### src/rtl/wave_gen_multi_if.sv
// Control/sample bundle for wave_gen_multi: the driver owns the controls,
// the generator owns the sample and its two strobes.
interface wave_gen_multi_if #(
    parameter int WIDTH   = 12,
    parameter int STEP_W  = 8,
    parameter int PRESC_W = 16
);
    logic               enable;
    logic [1:0]         mode;
    logic [STEP_W-1:0]  step;
    logic [PRESC_W-1:0] period;
    logic [WIDTH-1:0]   sample;
    logic               sample_valid;
    logic               cycle_start;

    modport master (
        output enable, mode, step, period,
        input  sample, sample_valid, cycle_start
    );

    modport slave (
        input  enable, mode, step, period,
        output sample, sample_valid, cycle_start
    );
endinterface

### src/rtl/wave_gen_multi.sv
// Multi-mode waveform generator: prescaler -> phase accumulator -> shaper.
// Define WAVEGEN_SYNC_UPDATE_EN to latch mode/step only on waveform wraps.
module wave_gen_multi #(
    parameter int WIDTH   = 12,
    parameter int STEP_W  = 8,
    parameter int PRESC_W = 16
) (
    input  logic            qzt_clk,
    input  logic            reset,
    wave_gen_multi_if.slave bus
);
    localparam logic [1:0] MODE_SAW_UP   = 2'b00;
    localparam logic [1:0] MODE_SAW_DOWN = 2'b01;
    localparam logic [1:0] MODE_TRIANGLE = 2'b10;
    localparam logic [1:0] MODE_SQUARE   = 2'b11;

    localparam logic [PRESC_W-1:0] PC_ONE = PRESC_W'(1);

    logic [PRESC_W-1:0] pc_q, pc_d;
    logic [WIDTH-1:0]   acc_q, acc_d;
    logic [WIDTH-1:0]   sample_q, sample_d;
    logic               sample_valid_q;
    logic               cycle_start_q;

    logic [1:0]         mode_act;
    logic [STEP_W-1:0]  step_act;
    logic [WIDTH-1:0]   step_ext;
    logic [WIDTH:0]     acc_sum;
    logic [PRESC_W-1:0] period_m1;
    logic               tick;
    logic               wrap;

    function automatic logic [WIDTH-1:0] shape(input logic [WIDTH-1:0] a,
                                               input logic [1:0]       m);
        logic [WIDTH-1:0] dbl;
        dbl = {a[WIDTH-2:0], 1'b0};
        case (m)
            MODE_SAW_UP:   shape = a;
            MODE_SAW_DOWN: shape = ~a;
            MODE_TRIANGLE: shape = a[WIDTH-1] ? ~dbl : dbl;
            MODE_SQUARE:   shape = {WIDTH{a[WIDTH-1]}};
            default:       shape = a;
        endcase
    endfunction

    // '>=' lets a shortened period take effect without running out the old count.
    assign period_m1 = bus.period - PC_ONE;
    assign tick      = bus.enable && ((bus.period == '0) || (pc_q >= period_m1));

    assign step_ext  = WIDTH'(step_act);
    assign acc_sum   = {1'b0, acc_q} + {1'b0, step_ext};
    assign wrap      = tick && acc_sum[WIDTH];

    always_comb begin
        pc_d     = pc_q;
        acc_d    = acc_q;
        sample_d = sample_q;
        if (tick) begin
            pc_d     = '0;
            acc_d    = acc_sum[WIDTH-1:0];
            sample_d = shape(acc_sum[WIDTH-1:0], mode_act);
        end else if (bus.enable) begin
            pc_d = pc_q + PC_ONE;
        end
    end

`ifdef WAVEGEN_SYNC_UPDATE_EN
    logic [1:0]        mode_sh_q;
    logic [STEP_W-1:0] step_sh_q;

    // A zero step never wraps, so reload every tick to avoid locking at step 0.
    always_ff @(posedge qzt_clk) begin
        if (reset) begin
            mode_sh_q <= bus.mode;
            step_sh_q <= bus.step;
        end else if (tick && (wrap || (step_sh_q == '0))) begin
            mode_sh_q <= bus.mode;
            step_sh_q <= bus.step;
        end
    end

    assign mode_act = mode_sh_q;
    assign step_act = step_sh_q;
`else
    assign mode_act = bus.mode;
    assign step_act = bus.step;
`endif

    always_ff @(posedge qzt_clk) begin
        if (reset) begin
            pc_q           <= '0;
            acc_q          <= '0;
            sample_q       <= '0;
            sample_valid_q <= 1'b0;
            cycle_start_q  <= 1'b0;
        end else begin
            pc_q           <= pc_d;
            acc_q          <= acc_d;
            sample_q       <= sample_d;
            sample_valid_q <= tick;
            cycle_start_q  <= wrap;
        end
    end

    assign bus.sample       = sample_q;
    assign bus.sample_valid = sample_valid_q;
    assign bus.cycle_start  = cycle_start_q;
endmodule

### src/flat_wrapper.sv
// flat-port wrapper written by rule: the top's interface ports become plain ports
module wave_gen_multi_flat 
#(
    parameter int WIDTH   = 12,
    parameter int STEP_W  = 8,
    parameter int PRESC_W = 16
)
  (qzt_clk, reset, bus_enable, bus_mode, bus_step, bus_period, bus_sample, bus_sample_valid, bus_cycle_start);
  wave_gen_multi_if #(.WIDTH(WIDTH), .STEP_W(STEP_W), .PRESC_W(PRESC_W)) bus_i ();
  input  logic qzt_clk;
  input  logic reset;
  input wire logic [$bits(bus_i.enable)-1:0] bus_enable;
  input wire logic [$bits(bus_i.mode)-1:0] bus_mode;
  input wire logic [$bits(bus_i.step)-1:0] bus_step;
  input wire logic [$bits(bus_i.period)-1:0] bus_period;
  output wire logic [$bits(bus_i.sample)-1:0] bus_sample;
  output wire logic [$bits(bus_i.sample_valid)-1:0] bus_sample_valid;
  output wire logic [$bits(bus_i.cycle_start)-1:0] bus_cycle_start;
  assign bus_i.enable = bus_enable;
  assign bus_i.mode = bus_mode;
  assign bus_i.step = bus_step;
  assign bus_i.period = bus_period;
  assign bus_sample = bus_i.sample;
  assign bus_sample_valid = bus_i.sample_valid;
  assign bus_cycle_start = bus_i.cycle_start;
  wave_gen_multi #(.WIDTH(WIDTH), .STEP_W(STEP_W), .PRESC_W(PRESC_W)) u_core (.qzt_clk(qzt_clk), .reset(reset), .bus(bus_i));
endmodule
### config.mk
export PLATFORM = sky130hd
export DESIGN_NAME = wave_gen_multi_flat
export DESIGN_NICKNAME = d
export VERILOG_FILES = /design/src/rtl/wave_gen_multi_if.sv /design/src/rtl/wave_gen_multi.sv /design/src/flat_wrapper.sv
export SDC_FILE = /design/constraint.sdc
export NUM_CORES = 1
export LEC_CHECK = 0
export BUFFER_PORTS_ARGS = -buffer_cell sky130_fd_sc_hd__clkbuf_2
export CORE_ASPECT_RATIO = 1.5
export CORE_MARGIN = 2
export CORE_UTILIZATION = 58
export DETAILED_ROUTE_END_ITERATION = 8
export PLACE_DENSITY_LB_ADDON = 0.1
export SLEW_MARGIN = 0
export SYNTH_ARGS = -nofsm -noshare
export SYNTH_HDL_FRONTEND = slang
export SYNTH_SLANG_ARGS = --single-unit
### constraint.sdc
create_clock -name qzt_clk -period 3.46 [get_ports qzt_clk]
set_clock_uncertainty 0.05 [all_clocks]
set_input_delay 0.346 -clock qzt_clk [delete_from_list [all_inputs] [get_ports qzt_clk]]
set_output_delay 0.346 -clock qzt_clk [all_outputs]
set_load 0.02 [all_outputs]
# ---- Yosys cells after proc, flatten, opt, wreduce, memory -nomap -nowiden
# Cells that the tools add are included.
dict set report op_classes {
  bitwise_logic 2
  add_sub_neg 3
  n_reduce_logical 6
  eq_ne 3
  magnitude_cmp 1
  n_div 0
  shift 0
  n_mux 2
  n_mul 0
}
# operator count
set op_table {}
lappend op_table {{12-bit one-hot mux with 4 select lines} 1}
lappend op_table {{12-bit inverter} 2}
lappend op_table {{16-bit by 1-bit adder with 16-bit output, second input constant} 1}
lappend op_table {{16-bit greater-or-equal comparator} 1}
lappend op_table {{16-bit zero test} 1}
lappend op_table {{16-bit by 1-bit subtractor with 16-bit output, second input constant} 1}
lappend op_table {{12-bit by 8-bit adder with 13-bit output} 1}
lappend op_table {{12-bit 2-to-1 mux} 1}
lappend op_table {{2-bit equality test, second input constant} 2}
lappend op_table {{2-bit by 1-bit equality test with 1-bit output, second input constant} 1}
lappend op_table {{1-bit logical AND} 2}
lappend op_table {{2-bit zero test} 1}
lappend op_table {{2-bit OR reduction} 1}
lappend op_table {{1-bit logical OR} 1}
dict set report totals {
  mem_count 0
  elab_cells 22
  ramBits 0
  latchBits 0
  romBits 0
  reg_bits 42
}

# ---- Logic depth before layout (Yosys ltp)
dict set report logic_depth {
  word_depth 5
  ltp_mapped 15
  mapped_depth_nobuf 13
}

# ---- Least setup slack after synthesis
# No wires, ideal clock.
dict set report synth_path {
  kind {input port to flip-flop}
  from {input bus_period[4]}
  to {register u_core.sample_q[9] (netlist: u_core.bus.sample[9])}
  required_time_ns 3.288
  setup_time_ns 0.122
  arrival_time_ns 2.827
  path_stages 13
  setup_slack_ns 0.461
  cell_sequence {nor4_4 -> nand4_1 -> nor4_1 -> xnor2_1 -> ha_1 -> and2_0 -> a221oi_1 -> o41ai_2 -> o2bb2ai_2 -> inv_2 -> buf_6 -> a2111oi_0 -> a311o_1}
}
dict set report synth_between {
  elab_chain_cells 4
  elab_cells_between_ends 5
}
# element line_no
set synth_rtl {}
lappend synth_rtl {{start, declared} flat_wrapper.sv:15} ;# input wire logic [$bits(bus_i.period)-1:0] bus_period;
lappend synth_rtl {{16-bit by 1-bit subtractor with 16-bit output} wave_gen_multi.sv:47} ;# assign period_m1 = bus.period - PC_ONE;
lappend synth_rtl {{16-bit greater-or-equal comparator} wave_gen_multi.sv:48} ;# assign tick = bus.enable && ((bus.period == '0) || (pc_q >= period_m1));
lappend synth_rtl {{1-bit logical OR *} wave_gen_multi.sv:48}
lappend synth_rtl {{1-bit logical AND *} wave_gen_multi.sv:48}
lappend synth_rtl {{end signal, assigned} wave_gen_multi.sv:99} ;# sample_q <= sample_d;
lappend synth_rtl {{end, declared} wave_gen_multi.sv:21} ;# logic [WIDTH-1:0] sample_q, sample_d;
# Every way passes the cells marked *; elsewhere a longest branch is shown, timed or not.
# A chain may end at the register's enable or synchronous reset.

# ---- Worst setup path after layout
dict set report layout_path {
  from {input bus_period[4]}
  to {register u_core.sample_q[6] (netlist: u_core.bus.sample[6])}
}
# The elaborated chain is that of the path after synthesis.

==> flow_summary_export.csv <==
group,metric,value,unit
outcome,status,"completed",
clocking,clk_pin_slew,0.08,ns
cells_and_area,fin_nets,466,
yosys,synth_top_area_share,26.4,%
place,place_ws,-0.0480,ns
grt,grt_max_degree,26,
yosys,synth_seq_area_share,26.4,%
grt,grt_pass1_vias,2821,
sta,tns,0,ns
sta,slew_viol_final,0,
yosys,ys_ff_latch,42,
critical_path,r2r_slack,0.80,ns
die,core_area,5370,um2
clocking,cts_setup_buffers,0,
sta,post-route-period-util,93.1,%
drt,via_per_inst,5.74,
sta,hold_viol_final,0,
drt,drtIter0Drc,50,
critical_path,crit_path_end_kind,"flip-flop",
clocking,numCtsBuffers,5,
grt,grtUsageTotal,25.4,%
drt,postRouteAntennaNets,0,
place,placed_area,3450,um2
pwr,peakVddDrop,223,uV
critical_path,critPathKind,"in2reg",
clocking,clk_latency,0.30,ns
sta,max_freq,311,MHz
drt,dr.pass1.iters,4,
die,rows,33,
yosys,synth_flop_cell,"dfxtp_1",
cells_and_area,n_fill_cell,479,
die,die_y,94.7,um
clocking,htreeDepth,2,
yosys,netlist_instances,370,
place,place_hpwl,5.74,mm
die,start_util,59.3,%
sta,rsz0062_at_grt,"no",
die,die_area,6110,um2
pwr,p_leak,1.48,nW
critical_path,cp-startpoint,"bus_period[4]",
min_path,hp-class,"in2reg",
yosys,avgSynthCellArea,8.60,um2
critical_path,worstPathRequired,3.61,ns
die,die_w,64.5,um
yosys,ys.warnings.count,0,
critical_path,path_max_fanout,17,
cells_and_area,drive_above_1_share,15.1,%
yosys,syn-num-nets,427,
sta,setup_ws,0.240,ns
clocking,cts_tree,"done",
die,io_pins,43,
grt,grt_overflow,0,
cells_and_area,antenna_cells,0,
cells_and_area,area_growth,11.9,%
critical_path,regToRegStartpoint,"u_core.acc_q[3]$_SDFFE_PP0P_",
yosys,mappedNetlistArea,3180,um2
sta,fin_crit,3.22,ns
yosys,synth_edf_count,0,
cells_and_area,final_cell_area,3560,um2
clocking,clock-sinks,42,
drt,wirelength,7.11,mm
clocking,clock-root-buffer,"clkbuf_8",
yosys,yosys.area.top_type,"dfxtp_1",
yosys,synth.area.top_cells,"dfxtp_1 (26%), ha_1 (11%), xnor2_1 (7.7%)",
place,gp_congestion,0.818,
drt,wl_per_cell,14.8,um
yosys,yosysUniqueCellTypes,55,
drt,drc_errors,0,
clocking,cts_resized,0,
sta,setup_viol_count_final,0,
critical_path,critPathLaunchType,"input port",
sta,relSlewSlack,67.8,%
clocking,max-clock-path-buffers,2,
yosys,synth-async-reset-ratio,0,%
grt,grt_antenna_before_repair,0,
grt,grt_pass1_wl,12.1,mm
drt,dr_total_vias,2754,
clocking,hold_buffers,0,
min_path,hold_path.startpoint,"bus_enable",
sta,worstMarginPinSlew,0.483,ns
critical_path,cp.arrival,3.37,ns
place,portBuffers,42,
pwr,pwr_density_cell,281,nW/um2
flow_run,maxCapViolCount,0,
## worst max-delay path: stages
cell,delay [ns]
clkbuf_2,0.14
nor4_4,0.36
nand4_1,0.24
nor4_1,0.36
xnor2_1,0.18
ha_1,0.27
and2_0,0.15
a221oi_1,0.31
o41ai_2,0.14
o2bb2ai_2,0.17
buf_4,0.23
nand3b_1,0.10
o21ai_0,0.08
a311oi_1,0.28
## kinds of logic (layout without fill, tap and decap cells)
logic type                 after synthesis  count (layout)  share of synthesized area (%)
buffers and inverters                   26              66                           3.50
DFF                                     42              42                           26.4
xor gates and xnor gates                54              54                           18.1
adders and majority gates               28              28                           11.2
and+or+nand+nor                        138             138                           22.3
AOI/OAI and AO/OA                       71              71                           14.9
muxes                                   11              11                           3.46
## cell usage after synthesis, types with 9 or more instances
cell type  count
nor2_1        51
dfxtp_1       42
xnor2_1       28
ha_1          27
a21oi_1       20
nand2_1       20
o21ai_0       18
xor2_1        18
nor3_1        13
clkbuf_1      11
mux2i_1       11
nand4_1        9
## registers in the layout, indices dropped and copies added, names as in the netlist
name / count
u_core.bus.sample_valid: 1
u_core.bus.cycle_start: 1
u_core.pc_q: 16
u_core.bus.sample: 12
u_core.acc_q: 12
## area by class of cell
class	instances	area [um2]	area share (%)
Tap cell	70	87.6	2.46
Multi-Input combinational cell	302	2230	62.6
Clock inverter	2	37.5	1.05
Timing Repair Buffer	48	255	7.17
Inverter	10	37.5	1.05
Sequential cell	42	841	23.6
Clock buffer	6	72.6	2.04
## placed cells by master (no fill, tap or decap), drive strengths merged, types with 2 or more instances in the layout
master  synthesis  routed
nand2          20      20
nand4           9       9
nor3           13      13
and3            6       6
o21a            2       2
a41oi           2       2
and2            6       6
o211ai          3       3
buf             5       6
nor2b           3       3
o221ai          2       2
inv             9       9
xor2           18      18
clkbuf         11      48
nor2           51      51
a22o            4       4
nor3b           3       3
mux2i          11      11
a21oi          20      20
xnor3           7       7
nand3b          2       2
dfxtp          42      42
ha             27      27
or3             2       2
o21ai          18      18
a21o            5       5
xnor2          29      29
a211oi          5       5
nor4            6       6
and4            3       3
nand3           8       8
nand2b          2       2
nand4b          2       2
## final timing paths
path	depth (start not counted)	endpoint
worst max-delay path	14	u_core.bus.sample[6]$_SDFFE_PP0P_
worst min-delay path	3	u_core.pc_q[0]$_SDFFE_PP0P_
worst max register to register	9	u_core.bus.sample[6]$_SDFFE_PP0P_
worst min register to register	1	u_core.bus.sample[5]$_SDFFE_PP0P_
## metal layers
| metal | global-route usage (%) | share of wire, % | vias to the layer above |
|---|---|---|---|
| li1 | - | - | 1402 |
| met1 | 24.4 | 39 | 1281 |
| met2 | 51.9 | 56 | 54 |
| met3 | 3.69 | 2.8 | 17 |
| met4 | 11.0 | 2.8 | 0 |
| met5 | 0 | 0 | - |
## stage by stage
stage	total power (W)	util, %	instances	hold WS (ns)
finish	0.00100	66.4	480	0.375
global placement	0.000625	64.3	472	0.416
CTS	0.00102	66.4	480	0.373
global route	0.00105	66.4	480	0.426
floorplan	0.000583	-	370	0.415
detailed placement	0.000628	64.3	472	0.432
## report_power, final
| part | total, W | switching [W] | internal (W) |
|---|---|---|---|
| Sequential | 0.000489 | 0.00000350 | 0.000485 |
| Combinational | 0.000128 | 0.0000737 | 0.0000538 |
| Clock | 0.000386 | 0.000171 | 0.000215 |
| Total | 0.00100 | 0.000248 | 0.000754 |
Power figures use the tool's default switching activity.
